## src/rtl/bus_arbiter_pkg.sv

```systemverilog
// Shared types and defaults for the round-robin tri-state bus arbiter.
// State encodings are fixed so that debug probes can decode them directly.
package bus_arbiter_pkg;

  typedef enum logic [1:0] {
    ST_IDLE = 2'd0,
    ST_OWN  = 2'd1,
    ST_TURN = 2'd2
  } arb_state_t;

  localparam int DEF_NUM_REQ  = 4;
  localparam int DEF_MAX_HOLD = 8;

endpackage

```

## src/rtl/bus_arbiter_rr_pick.sv

```systemverilog
// Combinational round-robin winner select: first set request above ptr, wrapping.
// The request vector is doubled so the wrap becomes a plain masked priority encode.
module rr_pick
  import bus_arbiter_pkg::*;
#(
  parameter int NUM_REQ = DEF_NUM_REQ,
  parameter int ID_W    = 2
) (
  input  logic [NUM_REQ-1:0] req,
  input  logic [ID_W-1:0]    ptr,
  output logic [NUM_REQ-1:0] win,
  output logic [ID_W-1:0]    win_id
);

  logic [2*NUM_REQ-1:0] dbl;
  logic [2*NUM_REQ-1:0] mask;
  logic [2*NUM_REQ-1:0] masked;

  assign dbl = {req, req};

  // Window covers ptr+1 .. ptr+NUM_REQ, i.e. every requester once, ptr itself last.
  generate
    for (genvar gi = 0; gi < 2*NUM_REQ; gi++) begin : g_mask
      assign mask[gi] = (gi > int'(ptr)) && (gi <= int'(ptr) + NUM_REQ);
    end
  endgenerate

  assign masked = dbl & mask;

  // Scan downwards so the lowest set bit in the window is the one that sticks.
  always_comb begin
    win    = '0;
    win_id = '0;
    for (int j = 2*NUM_REQ-1; j >= 0; j--) begin
      if (masked[j]) begin
        win              = '0;
        win[j % NUM_REQ] = 1'b1;
        win_id           = ID_W'(j % NUM_REQ);
      end
    end
  end

endmodule

```

## src/rtl/bus_arbiter.sv

```systemverilog
// Round-robin owner FSM for a shared tri-state bus: one-hot grants, one dead cycle
// between owners, and a bounded tenure whenever someone else is waiting.
module bus_arbiter
  import bus_arbiter_pkg::*;
#(
  parameter int NUM_REQ  = DEF_NUM_REQ,
  parameter int MAX_HOLD = DEF_MAX_HOLD,
  parameter int ID_W     = 2
) (
  input  logic               clk,
  input  logic               rst_n,
  input  logic [NUM_REQ-1:0] req,
  output logic [NUM_REQ-1:0] gnt,
  output logic [NUM_REQ-1:0] drv_en,
  output logic               bus_busy,
  output logic [ID_W-1:0]    owner_id
);

  localparam int             HW        = $clog2(MAX_HOLD + 1);
  localparam logic [HW-1:0]  HOLD_LAST = HW'(MAX_HOLD - 1);

  arb_state_t         state_reg, state_next;
  logic [NUM_REQ-1:0] gnt_reg, gnt_next;
  logic [ID_W-1:0]    owner_id_reg, owner_id_next;
  logic [ID_W-1:0]    rr_ptr_reg, rr_ptr_next;
  logic [HW-1:0]      hold_cnt_reg, hold_cnt_next;
  logic               busy_reg, busy_next;

  logic [NUM_REQ-1:0] pick_win;
  logic [ID_W-1:0]    pick_id;
  logic [NUM_REQ-1:0] others;
  logic               owner_req;
  logic               hold_ok;

  rr_pick #(.NUM_REQ(NUM_REQ), .ID_W(ID_W)) u_pick (
    .req    (req),
    .ptr    (rr_ptr_reg),
    .win    (pick_win),
    .win_id (pick_id)
  );

  assign others    = req & ~gnt_reg;
  assign owner_req = req[owner_id_reg];
  assign hold_ok   = (hold_cnt_reg < HOLD_LAST) || (others == '0);

  always_comb begin
    state_next    = state_reg;
    gnt_next      = gnt_reg;
    owner_id_next = owner_id_reg;
    rr_ptr_next   = rr_ptr_reg;
    hold_cnt_next = hold_cnt_reg;
    busy_next     = busy_reg;
    case (state_reg)
      ST_IDLE, ST_TURN: begin
        if (|req) begin
          state_next    = ST_OWN;
          gnt_next      = pick_win;
          owner_id_next = pick_id;
          rr_ptr_next   = pick_id;
          hold_cnt_next = '0;
          busy_next     = 1'b1;
        end else begin
          state_next    = ST_IDLE;
          gnt_next      = '0;
          owner_id_next = '0;
          busy_next     = 1'b0;
        end
      end
      ST_OWN: begin
        if (owner_req && hold_ok) begin
          if (hold_cnt_reg < HOLD_LAST) hold_cnt_next = hold_cnt_reg + HW'(1);
        end else begin
          // Release and preemption both go through the all-off turnaround cycle.
          state_next    = ST_TURN;
          gnt_next      = '0;
          owner_id_next = '0;
          busy_next     = 1'b0;
        end
      end
      default: begin
        state_next    = ST_IDLE;
        gnt_next      = '0;
        owner_id_next = '0;
        busy_next     = 1'b0;
      end
    endcase
  end

  always_ff @(posedge clk or negedge rst_n) begin
    if (!rst_n) begin
      state_reg    <= ST_IDLE;
      gnt_reg      <= '0;
      owner_id_reg <= '0;
      rr_ptr_reg   <= ID_W'(NUM_REQ - 1);
      hold_cnt_reg <= '0;
      busy_reg     <= 1'b0;
    end else begin
      state_reg    <= state_next;
      gnt_reg      <= gnt_next;
      owner_id_reg <= owner_id_next;
      rr_ptr_reg   <= rr_ptr_next;
      hold_cnt_reg <= hold_cnt_next;
      busy_reg     <= busy_next;
    end
  end

  assign gnt      = gnt_reg;
  assign drv_en   = gnt_reg;
  assign bus_busy = busy_reg;
  assign owner_id = owner_id_reg;

endmodule

```

## config.mk

```make
export PLATFORM = sky130hd
export DESIGN_NAME = bus_arbiter
export DESIGN_NICKNAME = d
export VERILOG_FILES = /design/src/rtl/bus_arbiter_pkg.sv /design/src/rtl/bus_arbiter_rr_pick.sv /design/src/rtl/bus_arbiter.sv
export SDC_FILE = /design/constraint.sdc
export NUM_CORES = 1
export LEC_CHECK = 0
export BUFFER_PORTS_ARGS = -buffer_cell sky130_fd_sc_hd__buf_2
export CAP_MARGIN = 10
export CORE_MARGIN = 5
export CORE_UTILIZATION = 50
export DETAILED_ROUTE_END_ITERATION = 16
export GPL_TIMING_DRIVEN = 1
export MAX_ROUTING_LAYER = met4
export PLACE_DENSITY_LB_ADDON = 0.1
export SLEW_MARGIN = 40
export SYNTH_ARGS = -nofsm -noshare
export SYNTH_HDL_FRONTEND = slang
export SYNTH_SLANG_ARGS = --single-unit
```

## constraint.sdc

```tcl
create_clock -name clk -period 1.94 [get_ports clk]
set_clock_uncertainty 0.05 [all_clocks]
set_input_delay 0.194 -clock clk [delete_from_list [all_inputs] [get_ports clk]]
set_output_delay 0.194 -clock clk [all_outputs]
set_load 0.02 [all_outputs]
```

# Word-level counts from Yosys, hierarchy flattened
# Index checks and enable logic that the tools add are counted.
[classes] add_sub_neg=2 order_cmp=12 n_eq_ne=6 n_mux=34 bitwise=3 reduce_logical=12
[ops] op="less-or-equal comparator 4 x 32 -> 1 bit (first input constant)" count=4
[ops] op="less-or-equal comparator 3 x 32 -> 1 bit (first input constant)" count=2
[ops] op="2-to-1 mux 4 bit" count=13
[ops] op="less-or-equal comparator 2 x 32 -> 1 bit (first input constant)" count=1
[ops] op="2-to-1 mux 2 bit" count=11
[ops] op="one-hot mux 4 bit (2 select lines)" count=2
[ops] op="AND 8 bit" count=1
[ops] op="inequality test 2 bit (second input constant)" count=4
[ops] op="one-hot mux 2 bit (2 select lines)" count=2
[ops] op="adder 2 x 3 -> 4 bit (second input constant)" count=1
[ops] op="adder 4 x 1 -> 4 bit (second input constant)" count=1
[ops] op="AND 4 bit" count=1
[ops] op="greater-than comparator 2 bit (first input constant)" count=2
[ops] op="logical AND 1 bit" count=4
[ops] op="logical NOT 4 bit" count=1
[ops] op="< comparator 4 x 3 -> 1 bit (second input constant)" count=1
[ops] op="2-to-1 mux 1 bit" count=4
[ops] op="inverter 4 bit" count=1
[ops] op="AND reduction 4 bit" count=1
[ops] op="OR reduction 4 bit" count=1
[ops] op="< comparator 2 x 3 -> 1 bit (second input constant)" count=1
[ops] op="binary-select mux 1 bit (select 2 bit)" count=1
[ops] op="== test 2 x 1 -> 1 bit (second input constant)" count=1
[ops] op="== test 2 bit (second input constant)" count=1
[ops] op="7 further kinds" count=7
[word_totals] register_bits=15 out_inout_bits=11

# Logic depth before layout (Yosys ltp)
[depth] ltp_word=14 ltp_mapped=6 depth_no_buf=5

# Hierarchy
# A second synthesis with hierarchy kept.
[hier_totals] cells_unflattened=90 hier_area_um2=928.4
[modules_own_cells] mod="bus_arbiter" instances=1 cells_per_inst=63 area_each_um2=752.0
[modules_own_cells] mod="rr_pick" instances=1 cells_per_inst=27 area_each_um2=176.4

# Worst setup path after synthesis
# No wires, ideal clock.
[synth_timing] kind="register -> register" start="register owner_id_reg[0], in the netlist owner_id[0]" end="register gnt_reg[1], in the netlist drv_en[1]" arrival_ns=1.404 required_time_ns=1.768 setup_slack_ns=0.365 stages_incl_launch_ff=4 path_cell_list="dfrtp_1 mux4_2 o21a_2 a32o_1"
[synth_via] elab_chain_len=4
[synth_lines] element="start: declaration" line_no="bus_arbiter.sv:24" text="logic [ID_W-1:0] owner_id_reg, owner_id_next;"
[synth_lines] element="start signal: assignment" line_no="bus_arbiter.sv:100" text="owner_id_reg <= owner_id_next;"
[synth_lines] element="binary-select mux 1 bit (select 2 bit)" line_no="bus_arbiter.sv:43" text="assign owner_req = req[owner_id_reg];"
[synth_lines] element="2-to-1 mux 1 bit (not written as such)" line_no="bus_arbiter.sv:43"
[synth_lines] element="logical AND 1 bit" line_no="bus_arbiter.sv:70" text="if (owner_req && hold_ok) begin"
[synth_lines] element="inequality test 2 bit (no line)"
[synth_lines] element="end signal: assignment" line_no="bus_arbiter.sv:99" text="gnt_reg <= gnt_next;"
[synth_lines] element="end: declaration" line_no="bus_arbiter.sv:23" text="logic [NUM_REQ-1:0] gnt_reg, gnt_next;"
# Every way passes these cells. The select of a mux whose other input is x is not followed.
# A chain may end at the register's enable or synchronous reset.

# Worst setup path after layout
[layout_timing] start="register rr_ptr_reg[1]" end="register owner_id_reg[1], in the netlist owner_id[1]"
[layout_via] elab_chain_len=13 word_cells_on_any_way=25
[layout_lines] element="start: declaration" line_no="bus_arbiter.sv:25" text="logic [ID_W-1:0] rr_ptr_reg, rr_ptr_next;"
[layout_lines] element="start signal: assignment" line_no="bus_arbiter.sv:94" text="rr_ptr_reg <= ID_W'(NUM_REQ - 1);"
[layout_lines] element="start signal: assignment" line_no="bus_arbiter.sv:101" text="rr_ptr_reg <= rr_ptr_next;"
[layout_lines] element="adder 2 x 3 -> 4 bit" line_no="bus_arbiter_rr_pick.sv:24" text="assign mask[gi] = (gi > int'(ptr)) && (gi <= int'(ptr) + NUM_REQ);"
[layout_lines] element="less-or-equal comparator 4 x 32 -> 1 bit" line_no="bus_arbiter_rr_pick.sv:24"
[layout_lines] element="AND 8 bit (*)" line_no="bus_arbiter_rr_pick.sv:28" text="assign masked = dbl & mask;"
[layout_lines] element="2-to-1 mux 2 bit (6 in a row)" line_no="bus_arbiter_rr_pick.sv:35" text="if (masked[j]) begin"
[layout_lines] element="2-to-1 mux 2 bit (*) (2 in a row)" line_no="bus_arbiter_rr_pick.sv:35"
[layout_lines] element="2-to-1 mux 2 bit (*)" line_no="bus_arbiter.sv:55" text="if (|req) begin"
[layout_lines] element="one-hot mux 2 bit (2 select lines) (*)" line_no="bus_arbiter.sv:53" text="case (state_reg)"
# Mark *: on every way between the ends. The rest lies on a longest branch, timed or not.

==> flow_summary.toml <==
[logic_synthesis]
synth_seq_cells = 14
yosys.area_share.simple_pct = 15.42
synth_top_family_by_area = "compound AO/OA/AOI/OAI gates"
netlist_area_um2 = 819.5
syn_inst = 84
synth-xor-area-share_pct = 0
syn_nets = 91
synth_area_leaders = "dfrtp_1, dfstp_2, nor2b_1"
yosys_warnings = 0
yosysTopAreaCell = "dfrtp_1"
synth_seq_area_share_pct = 43.05
synthAdderAreaFrac_pct = 1.527
synth_edf_count = 0
synth-compound-area-share_pct = 26.56
ys.flop_type = "dfrtp_1"
yosysTopAreaCellShare_pct = 36.64
ys_types = 33
avgSynthCellArea_um2 = 9.756
synth_mux_area_share_pct = 4.122
async_reset_ff_share_pct = 100.0

[setup_path]
crit_cells = 3
required_ns = 2.12
critPathTopFamily = "compound AO/OA/AOI/OAI gates"
crit_chain = "nor2_1, a2111oi_0, a31o_2"
cp.arrival_ns = 1.81
r2r_start = "rr_ptr_reg[1]"
start_kind = "flop"
rr_endpoint = "owner_id[1]"
reg2reg_slack_ns = 0.31
setup.worst_path.end_class = "flop"
critPathMaxFanout = 10
path_buf_inv = 0
critPathSlowestCell = "dfstp_2"
path_class = "flop to flop"
reg2reg_depth = 3
slowest_delay_ns = 0.63
cp-startpoint = "rr_ptr_reg[1]"

[die]
start_util_pct = 53.78
placementRows = 14
core-area_um2 = 1524
die_area_um2 = 2549
fp.dieH_um = 50.49
die_x_um = 50.49
io_pins = 17

[pwr]
total_leakage_power_nw = 0.4240
power_density_nw_per_um2 = 1556
clockPowerShare_pct = 15.3
internal-power_mw = 0.7893
ir_drop_v = 0.0007383
swShare_pct = 44.17
power_frac_seq_pct = 38.2
p_comb_share_pct = 46.5
p_switching_mw = 0.6244

[clocking]
tritoncts = "done"
cts_buffer_depth = 2
clk_pin_slew_ns = 0.09
htreeDepth = 1
cts_root_buf = "clkbuf_4"
cts_made_buffers = 3
cts.repair.resized = 0
clk_latency_ns = 0.29
post_cts_buffers = 0
cts_sinks = 14

[global_routing]
grt_max_degree = 15
grt_pass1_vias = 596
grt.total_usage_pct = 15.02
antenna_found_initial = 0
grt_pass1_wl_mm = 2.794
grt-ovfl-total = 0

[finish]
final_cell_count_no_fill = 113
antenna_cells = 0
drive_gt1_share_pct = 29.90
fin_nets = 105
area.growth.synth_to_final_pct = 10.84
final_cell_mix = "buf_2, dfrtp_1, nor2b_1, nand2_1, o21ai_0"
layout_commonest_cell = "buf_2"
fillers = 139
fin_util_pct = 59.61

[place]
dp_cells = 108
hpwl_mm = 1.266
gp_congestion = 0.8442
port_buffers = 16
dp_slack_ns = 0.3784

[timing]
tightest_slew_ns = 0.6364
tns_ns = 0
holdWs_ns = 0.1939
period_share_pct = 83.81
min_period_ns = 1.626
relSlewSlack_pct = 56.47
finalHoldViolCount = 0
fin_ws_ns = 0.3141
rsz0062_at_grt = "no"
drv_slew = 0
max_freq_mhz = 615.1
setup-violations-final = 0

[drt]
antenna_left = 0
route.vias.total = 678
wl_mm = 1.758
drt-initial-drc-count = 26
drc = 0
routed_via_density = 6.000
firstDrtPassIters = 4
avgRoutedWirePerCell_um = 15.56

[run_status]
outcome = "complete, no violations"

[hold_path]
hp-class = "input port to flop"
hold-path-endpoint = "drv_en[3]"
min_from = "req[3]"
min_delay_path_depth = 2

[run]
cap_viol_max_count = 0
-- metrics by stage --
step | instance area, µm² | total power [mW]
2_1_floorplan | 819.5 | 1.040
3_3_place_gp | 862.1 | 1.194
3_5_place_dp | 862.1 | 1.203
4_1_cts | 908.4 | 1.419
5_1_grt | 908.4 | 1.514
6_report | 908.4 | 1.414
-- cell usage after synthesis (2+ instances only) --
library cell	number
dfstp_2	2
o22ai_1	2
o21ai_0	6
nor2b_1	7
nor2_1	4
nand2b_1	2
dfrtp_1	12
a21oi_1	4
nand2_1	7
nand3_1	4
inv_1	3
buf_6	2
a21o_1	3
a32o_1	3
clkbuf_1	2
buf_4	4
-- timing repair --
action | CTS | global route
setup endpoints to repair | 0 | 0
hold endpoints to repair | 12 | 0
hold buffers | 1 | 0
-- worst max-delay path by stage --
stage | endpoint | slack, ns
2_1_floorplan | drv_en[1] | 0.36
3_3_place_gp | owner_id[1] | 0.44
3_5_place_dp | owner_id[1] | 0.38
4_1_cts | owner_id[1] | 0.36
6_report | owner_id[1] | 0.31
5_1_grt | owner_id[1] | 0.29
-- cells by family after synthesis --
family          count (synthesis)
compound gates                 30
buf+inv                        12
flops                          14
mux                             2
fa+ha+maj                       1
simple gates                   25
-- power by group through the flow --
stage	Sequential, mW	Combinational, mW	Clock (mW)
6_report	0.539	0.658	0.217
5_1_grt	0.561	0.716	0.237
4_1_cts	0.538	0.662	0.218
3_5_place_dp	0.544	0.659	0
3_3_place_gp	0.539	0.655	0
2_1_floorplan	0.567	0.473	0
-- routing by layer --
layer | wire length [µm] | GRT usage, % | share of wire [%] | vias up
met5 | 0 | - | 0 | -
met1 | 821 | 21.81 | 47 | 318
li1 | - | - | - | 333
met3 | 129 | 3.846 | 7.3 | 3
met2 | 786 | 19.42 | 45 | 24
met4 | 22 | 6.383 | 1.3 | 0
-- cell type report --
cell class	count	area, µm²	area share (%)
well taps	16	20.02	2.204
inverters	3	11.26	1.240
flip-flops and latches	14	352.8	38.84
multi-input cells	58	390.4	42.98
clock buffers	4	36.28	3.994
repair buffers	18	97.59	10.74
-- worst reg2reg max path, delay by kind of cell, from the launching register on --
kind             cells  cell delay (ns)
AO/OA/AOI/OAI        2             0.80
flip-flops           1             0.63
AND/OR/NAND/NOR      1             0.09
Power figures use the tool's default switching activity.
